## config.mk

```make
export PLATFORM = sky130hd
export DESIGN_NAME = conf_ack_tracker
export DESIGN_NICKNAME = d
export VERILOG_FILES = /design/src/rtl/gc_conf_pkg.sv /design/src/rtl/conf_ack_timeout_cnt.sv /design/src/rtl/conf_ack_tracker.sv
export SDC_FILE = /design/constraint.sdc
export NUM_CORES = 1
export LEC_CHECK = 0
export ABC_AREA = 1
export BUFFER_PORTS_ARGS = -buffer_cell sky130_fd_sc_hd__clkbuf_2
export CAP_MARGIN = 20
export CORE_MARGIN = 1.5
export CORE_UTILIZATION = 46
export DETAILED_ROUTE_END_ITERATION = 16
export PLACE_DENSITY = 0.74
export SETUP_SLACK_MARGIN = 0.1
export SLEW_MARGIN = 0
export SYNTH_ARGS = -nofsm -noshare
export SYNTH_HDL_FRONTEND = slang
export SYNTH_SLANG_ARGS = --single-unit
export TNS_END_PERCENT = 1
```

## constraint.sdc

```tcl
create_clock -name clk -period 2.9 [get_ports clk]
set_input_delay 0.435 -clock clk [delete_from_list [all_inputs] [get_ports clk]]
set_output_delay 0.435 -clock clk [all_outputs]
set_load 0.05 [all_outputs]
```

## src/rtl/gc_conf_pkg.sv

```systemverilog
// Shared encodings for the conf_ack tracker: FSM states and configurable component IDs.
package gc_conf_pkg;

    typedef enum logic [1:0] {
        IDLE = 2'b00,
        WAIT = 2'b01,
        DONE = 2'b10
    } state_t;

    localparam int CID_NONE   = 0;
    localparam int CID_CLKGEN = 1;
    localparam int CID_INIT   = 2;
    localparam int CID_STRIDE = 3;
    localparam int CID_MINMAX = 4;
    localparam int CID_CSG    = 5;
    localparam int CID_REINIT = 6;

endpackage

```

## src/rtl/conf_ack_timeout_cnt.sv

```systemverilog
// WAIT-cycle counter for the conf_ack tracker; tc flags the last cycle before timeout.
// Only instantiated when CONF_ACK_TIMEOUT_EN is defined.
module conf_ack_timeout_cnt
    import gc_conf_pkg::*;
#(
    parameter int CNT_WIDTH      = 8,
    parameter int TIMEOUT_CYCLES = 255
) (
    input  logic clk,
    input  logic rst_n,
    input  logic clr,
    input  logic en,
    output logic tc
);

    logic [CNT_WIDTH-1:0] cnt_reg;

    always_ff @(posedge clk or negedge rst_n) begin
        if (!rst_n) begin
            cnt_reg <= '0;
        end else if (clr) begin
            cnt_reg <= '0;
        end else if (en) begin
            cnt_reg <= cnt_reg + 1'b1;
        end
    end

    assign tc = (cnt_reg == CNT_WIDTH'(TIMEOUT_CYCLES - 1));

endmodule

```

## src/rtl/conf_ack_tracker.sv

```systemverilog
// Tracks one configuration load at a time: latches the target ID, waits for its conf_ack,
// pulses ack_out and keeps a sticky done mask. Optional timeout via CONF_ACK_TIMEOUT_EN.
module conf_ack_tracker
    import gc_conf_pkg::*;
#(
    parameter int NUM_COMP       = 6,
    parameter int SELECT_WIDTH   = 3,
    parameter int TIMEOUT_CYCLES = 255,
    parameter int CNT_WIDTH      = 8
) (
    input  logic                    clk,
    input  logic                    rst_n,
    input  logic                    req,
    input  logic [SELECT_WIDTH-1:0] sel,
    input  logic [NUM_COMP-1:0]     ack_in,
    input  logic                    clear_mask,
    output logic                    busy,
    output logic                    ack_out,
    output logic                    timeout_err,
    output logic [NUM_COMP-1:0]     ack_done_mask,
    output logic [SELECT_WIDTH-1:0] cur_sel
);

    state_t                  state_reg, state_next;
    logic [SELECT_WIDTH-1:0] sel_reg, sel_next;
    logic [NUM_COMP-1:0]     mask_reg, mask_next;
    logic [NUM_COMP-1:0]     sel_hit;
    logic                    sel_ack;
    logic                    req_legal;
    logic                    wait_timeout;

    // Elaborates only for an inconsistent parameter set.
    if ((2 ** SELECT_WIDTH) <= NUM_COMP || TIMEOUT_CYCLES < 1 ||
        TIMEOUT_CYCLES >= (2 ** CNT_WIDTH)) begin : g_illegal_config
        localparam bit CONFIG_ERROR = 1'b1;
    end

    // One-hot decode of the latched ID; bit k-1 belongs to component k.
    for (genvar gi = 0; gi < NUM_COMP; gi++) begin : g_sel_hit
        assign sel_hit[gi] = (sel_reg == SELECT_WIDTH'(gi + 1));
    end

    assign sel_ack   = |(sel_hit & ack_in);
    assign req_legal = req && (sel != '0) && (sel <= SELECT_WIDTH'(NUM_COMP));

`ifdef CONF_ACK_TIMEOUT_EN
    logic cnt_tc;
    logic terr_reg, terr_next;

    conf_ack_timeout_cnt #(
        .CNT_WIDTH      (CNT_WIDTH),
        .TIMEOUT_CYCLES (TIMEOUT_CYCLES)
    ) u_timeout_cnt (
        .clk   (clk),
        .rst_n (rst_n),
        .clr   (state_reg != WAIT),
        .en    ((state_reg == WAIT) && !sel_ack),
        .tc    (cnt_tc)
    );

    assign wait_timeout = cnt_tc;
    // A timeout raised in the same cycle as clear_mask survives, matching the mask rule.
    assign terr_next    = (clear_mask ? 1'b0 : terr_reg) |
                          ((state_reg == WAIT) && !sel_ack && cnt_tc);

    always_ff @(posedge clk or negedge rst_n) begin
        if (!rst_n) begin
            terr_reg <= 1'b0;
        end else begin
            terr_reg <= terr_next;
        end
    end

    assign timeout_err = terr_reg;
`else
    assign wait_timeout = 1'b0;
    assign timeout_err  = 1'b0;
`endif

    always_comb begin
        state_next = state_reg;
        sel_next   = sel_reg;
        mask_next  = clear_mask ? '0 : mask_reg;
        case (state_reg)
            IDLE: begin
                if (req_legal) begin
                    sel_next   = sel;
                    state_next = WAIT;
                end
            end
            WAIT: begin
                if (sel_ack) begin
                    mask_next  = mask_next | sel_hit;
                    sel_next   = '0;
                    state_next = DONE;
                end else if (wait_timeout) begin
                    sel_next   = '0;
                    state_next = IDLE;
                end
            end
            DONE: begin
                sel_next   = '0;
                state_next = IDLE;
            end
            default: begin
                sel_next   = '0;
                state_next = IDLE;
            end
        endcase
    end

    always_ff @(posedge clk or negedge rst_n) begin
        if (!rst_n) begin
            state_reg <= IDLE;
            sel_reg   <= '0;
            mask_reg  <= '0;
        end else begin
            state_reg <= state_next;
            sel_reg   <= sel_next;
            mask_reg  <= mask_next;
        end
    end

    assign busy          = (state_reg == WAIT);
    assign ack_out       = (state_reg == DONE);
    assign ack_done_mask = mask_reg;
    assign cur_sel       = sel_reg;

endmodule

```

## Yosys cells after proc, flatten, opt, wreduce, memory -nomap -nowiden

Cells that the tools add are included.

- Multiplexer cells: 9
- Multiply operators: 0
- Shift operators: 0
- Div/mod/pow operators: 0
- Bitwise logic cells: 2
- Magnitude comparators: 1
- Add/subtract/negate cells: 0
- Eq/ne operators: 10
- Reductions and logical operators: 6

Operators with widths:

| cell | number |
|---|---|
| two-way mux 6 bit | 3 |
| == test 3 bit, second input constant | 3 |
| bitwise AND 6 bit | 1 |
| == test 3 x 2 -> 1 bit, second input constant | 2 |
| two-way mux 3 bit | 2 |
| bitwise OR 6 bit | 1 |
| one-hot mux 3 bit (2 select lines) | 1 |
| OR reduction 6 bit | 1 |
| two-way mux 2 bit | 2 |
| one-hot mux 2 bit (2 select lines) | 1 |
| == test 3 x 1 -> 1 bit, second input constant | 1 |
| <= comparator 3 bit, second input constant | 1 |
| nonzero test 3 bit | 1 |
| == test 2 x 1 -> 1 bit, second input constant | 1 |
| == test 2 bit, second input constant | 1 |
| logical AND 1 bit | 2 |
| logical NOT 2 bit | 1 |
| != test 2 x 1 -> 1 bit, second input constant | 1 |
| != test 2 bit, second input constant | 1 |
| AND reduction 2 bit | 1 |

- Bits in read-only memories: 0
- Bits in latches: 0
- Register bits after elaboration: 11
- Memory bits (writable): 0
- Output and inout port bits: 12
- Word-level logic and storage cells: 31
- Memories: 0
- Input bits: 13

## Depth between registers and ports, before layout

- Depth after elaboration: 5
- Gate-level depth with buffers: 9
- Gate-level depth less buffers: 8

## Worst setup path after synthesis

No wires, ideal clock.

- Path type: register -> output
- From: reg state_reg[1]
- To: out ack_out
- Buffers on the path: 0
- Data arrival time: 1.077 ns
- Setup slack: 1.388 ns
- Stages on the path, launching flop included: 3
- Data required time: 2.465 ns
- Cells stage by stage: dfrtp_1 -> inv_1 -> nor2_1

- Longest elaborated chain between the ends: 1

Ends and longest elaborated chain:

| item | line | RTL |
|---|---|---|
| start: declaration | conf_ack_tracker.sv:24 | `state_t state_reg, state_next;` |
| start signal: assignment | conf_ack_tracker.sv:118 | `state_reg <= state_next;` |
| == test 2 bit | conf_ack_tracker.sv:125 | `assign ack_out = (state_reg == DONE);` |
| end: declaration | conf_ack_tracker.sv:18 | `output logic ack_out,` |

Every way passes these cells.

## Final worst setup path

- From: reg state_reg[1]
- To: out busy

- Longest elaborated chain between the ends: 1

Ends and longest elaborated chain:

| item | line | RTL |
|---|---|---|
| == test 2 x 1 -> 1 bit | conf_ack_tracker.sv:124 | `assign busy = (state_reg == WAIT);` |
| end: declaration | conf_ack_tracker.sv:17 | `output logic busy,` |

Every way passes these cells.

==> impl_results.md <==
- GR Layer Usage met1: 0.209
- Status: finished clean
- Sequential area share after synthesis: 0.404
- Resize count post-CTS: 0
- Pwr dens: ~1000 nW/um^2
- Die W: roughly 42 um
- Clk sinks: 11
- DRC viols: 0
- Post-synth EDFFs: 0
- Synth async-reset ratio: 1.00
- Core ar.: roughly 1300 sq um
- Final setup violation count: 0
- Hold Buf Count CTS: 0
- YS warnings: 0
- CTS tree: yes
- Met3 GRT Util: 0.0522
- Non-Filler Instances: about 120
- Crit share post-route: 0.560
- Final hold vios: 0
- Pin count of the biggest net entering global routing: 12
- Pins Over Slew Limit: 0
- Clk Latency, worst-skew pair: around 0.28 ns
- Number of H-tree levels: 1
- Max-Cap Viols: 0
- Layout fillers: around 130
- Antenna violations before repair: 0
- Clock skew: 0.00499 ns
- Clk pin slew, worst setup/hold paths: 0.08 ns
- Port Buf Inserts: 23
- CP startpoint kind: flip-flop
- Layout area overhead: 18.2%
- Max reg flops: 6
- Io pins: 25
- Synth top area share: 0.404
- Root Buffer: clkbuf_4
- Total chip power: just over 800 uW
- Antenna cells: 0
- Busiest grt layer: met2
- CTS Buffer Depth: 2
- Minimum clock period: ~1.6 ns
- Grt met2 use: 0.297
- FMAX: 615 MHz
- Number of global-route vias before repair: 535
- Storage element area: 275 sq um
- Share of cells above drive strength 1: 0.466
- Area of the multi-input gates: roughly 320 sq um
- Vias: a little under 600
- Total Neg Setup Slack: 0 ns
- Starting Density: 0.511
- Critical path class: flip-flop to output port
- Die height: 41.5 um
- Yosys top cell by area: dfrtp_1
- Vias/cell: between 4 and 5
- Post-Route WL: between 1000 and 1500 um
- # placed instances: between 100 and 150
- VDD IR-drop max: between 0.4 and 0.5 mV
- Die area: around 1700 sq um
- Leak: 0.000459 uW
- Register bit total from synthesis: 11
- CTS Buf Count: 3
- Worst Hold Class: primary input to asynchronous set/reset pin
- Ys flop type: dfrtp_1
- Cell with the most instances after synthesis: nand2_1
- Largest cells by area after synthesis: dfrtp_1 (40%), nand3_1 (8.8%), nand2_1 (7.7%)
- Initial drt markers: 6
- Crit path required time: approximately 2.5 ns
- CP arrival: 1.19 ns
- Worst setup EP type: output port
- Cells after Synth: 80
- Setup bufs post-CTS: 0
- Synthesized area: around 700 sq um
- Gr ovfl total: 0
- Critical-path maximum fanout: 3
- Drt pass-1 iters: 2
- Final RePlAce weighted congestion: roughly 0.77
- Global-route wire length before repair: around 2300 um
- WL/cell: around 11 um
- Total track usage: 0.177
- Syn nets: 93
- Antenna-violating nets left: 0
- Mean post-synth cell area: between 8 and 9 sq um
- Row count: 13
- Synth cell count leaders: nand2_1 (14), nand3_1 (12), dfrtp_1 (11), inv_1 (7), o21ai_2 (6)
- # nets final: 117
- Netlist cell types: 18
- RSZ-0062 raised after global routing: false
- Post-DP HPWL: 1020 um
## path summary, 6_finish.rpt
path,start,endpoint,slack (ns),cells after the start
worst max register to register,cur_sel[2]$_DFFE_PN0P_,ack_done_mask[1]$_DFF_PN0_,1.58,7
worst min-delay path,rst_n,ack_done_mask[5]$_DFF_PN0_,0.02,1
worst min register to register,ack_done_mask[3]$_DFF_PN0_,ack_done_mask[3]$_DFF_PN0_,0.48,2
worst max-delay path,state_reg[1]$_DFFE_PN0P_,busy,1.27,2
min in group clk,req,state_reg[0]$_DFFE_PN0P_,0.45,3
max in group asynchronous,rst_n,state_reg[1]$_DFFE_PN0P_,2.66,1
## worst max-delay path: stages (launching register included)
cell	delay (ns)
dfrtp_1	0.42
nor2_4	0.19
clkbuf_2	0.31
## logic make-up (layout without fill, tap and decap cells)
group | count (synthesis) | after routing | synth area share
AND/OR/NAND/NOR | 45 | 45 | 0.378
buffers and inverters | 16 | 39 | 0.128
flip-flops | 11 | 11 | 0.404
AO/OA/AOI/OAI | 7 | 7 | 0.0844
other | 1 | 1 | 0.00550
## layout by cell type (no fill, tap or decap), drive strengths merged
cell     n
clkbuf  26
nand2   19
nand3   13
inv     12
dfrtp   11
o21ai    7
nor2     7
nand4    6
conb     1
clkinv   1
## final cells by class
| type | count | share of cell area |
|---|---|---|
| Multi-Input combinational cell | 53 | 0.396 |
| Inverter | 12 | 0.0621 |
| Sequential cell | 11 | 0.342 |
| Clock buffer | 3 | 0.0280 |
| Timing Repair Buffer | 23 | 0.143 |
| Clock inverter | 1 | 0.00621 |
| Tap cell | 15 | 0.0233 |
## power breakdown
part           switching [uW]  total [uW]  leakage [uW]  internal [uW]
Sequential               61.1         253      0.000148            192
Clock                    57.1         108     0.0000177           51.2
Combinational             331         450      0.000293            119
## per-stage QoR
step / hold slack (ns) / utilization / instance area (sq um) / worst slack [ns]
2_1_floorplan: 0.139 / - / 682 / 1.39
3_3_place_gp: 0.322 / 0.583 / 778 / 1.59
3_5_place_dp: 0.327 / 0.583 / 778 / 1.56
4_1_cts: 0.0270 / 0.604 / 806 / 1.27
5_1_grt: 0.0290 / 0.604 / 806 / 1.21
6_report: 0.0172 / 0.604 / 806 / 1.27
## layer usage
metal  wire (um)  vias to the layer above
met1         525                      255
met5           0                        -
met3          73                        3
li1            -                      305
met4          20                        0
met2         620                       20
Note: power is estimated with default switching activity, not from simulation.
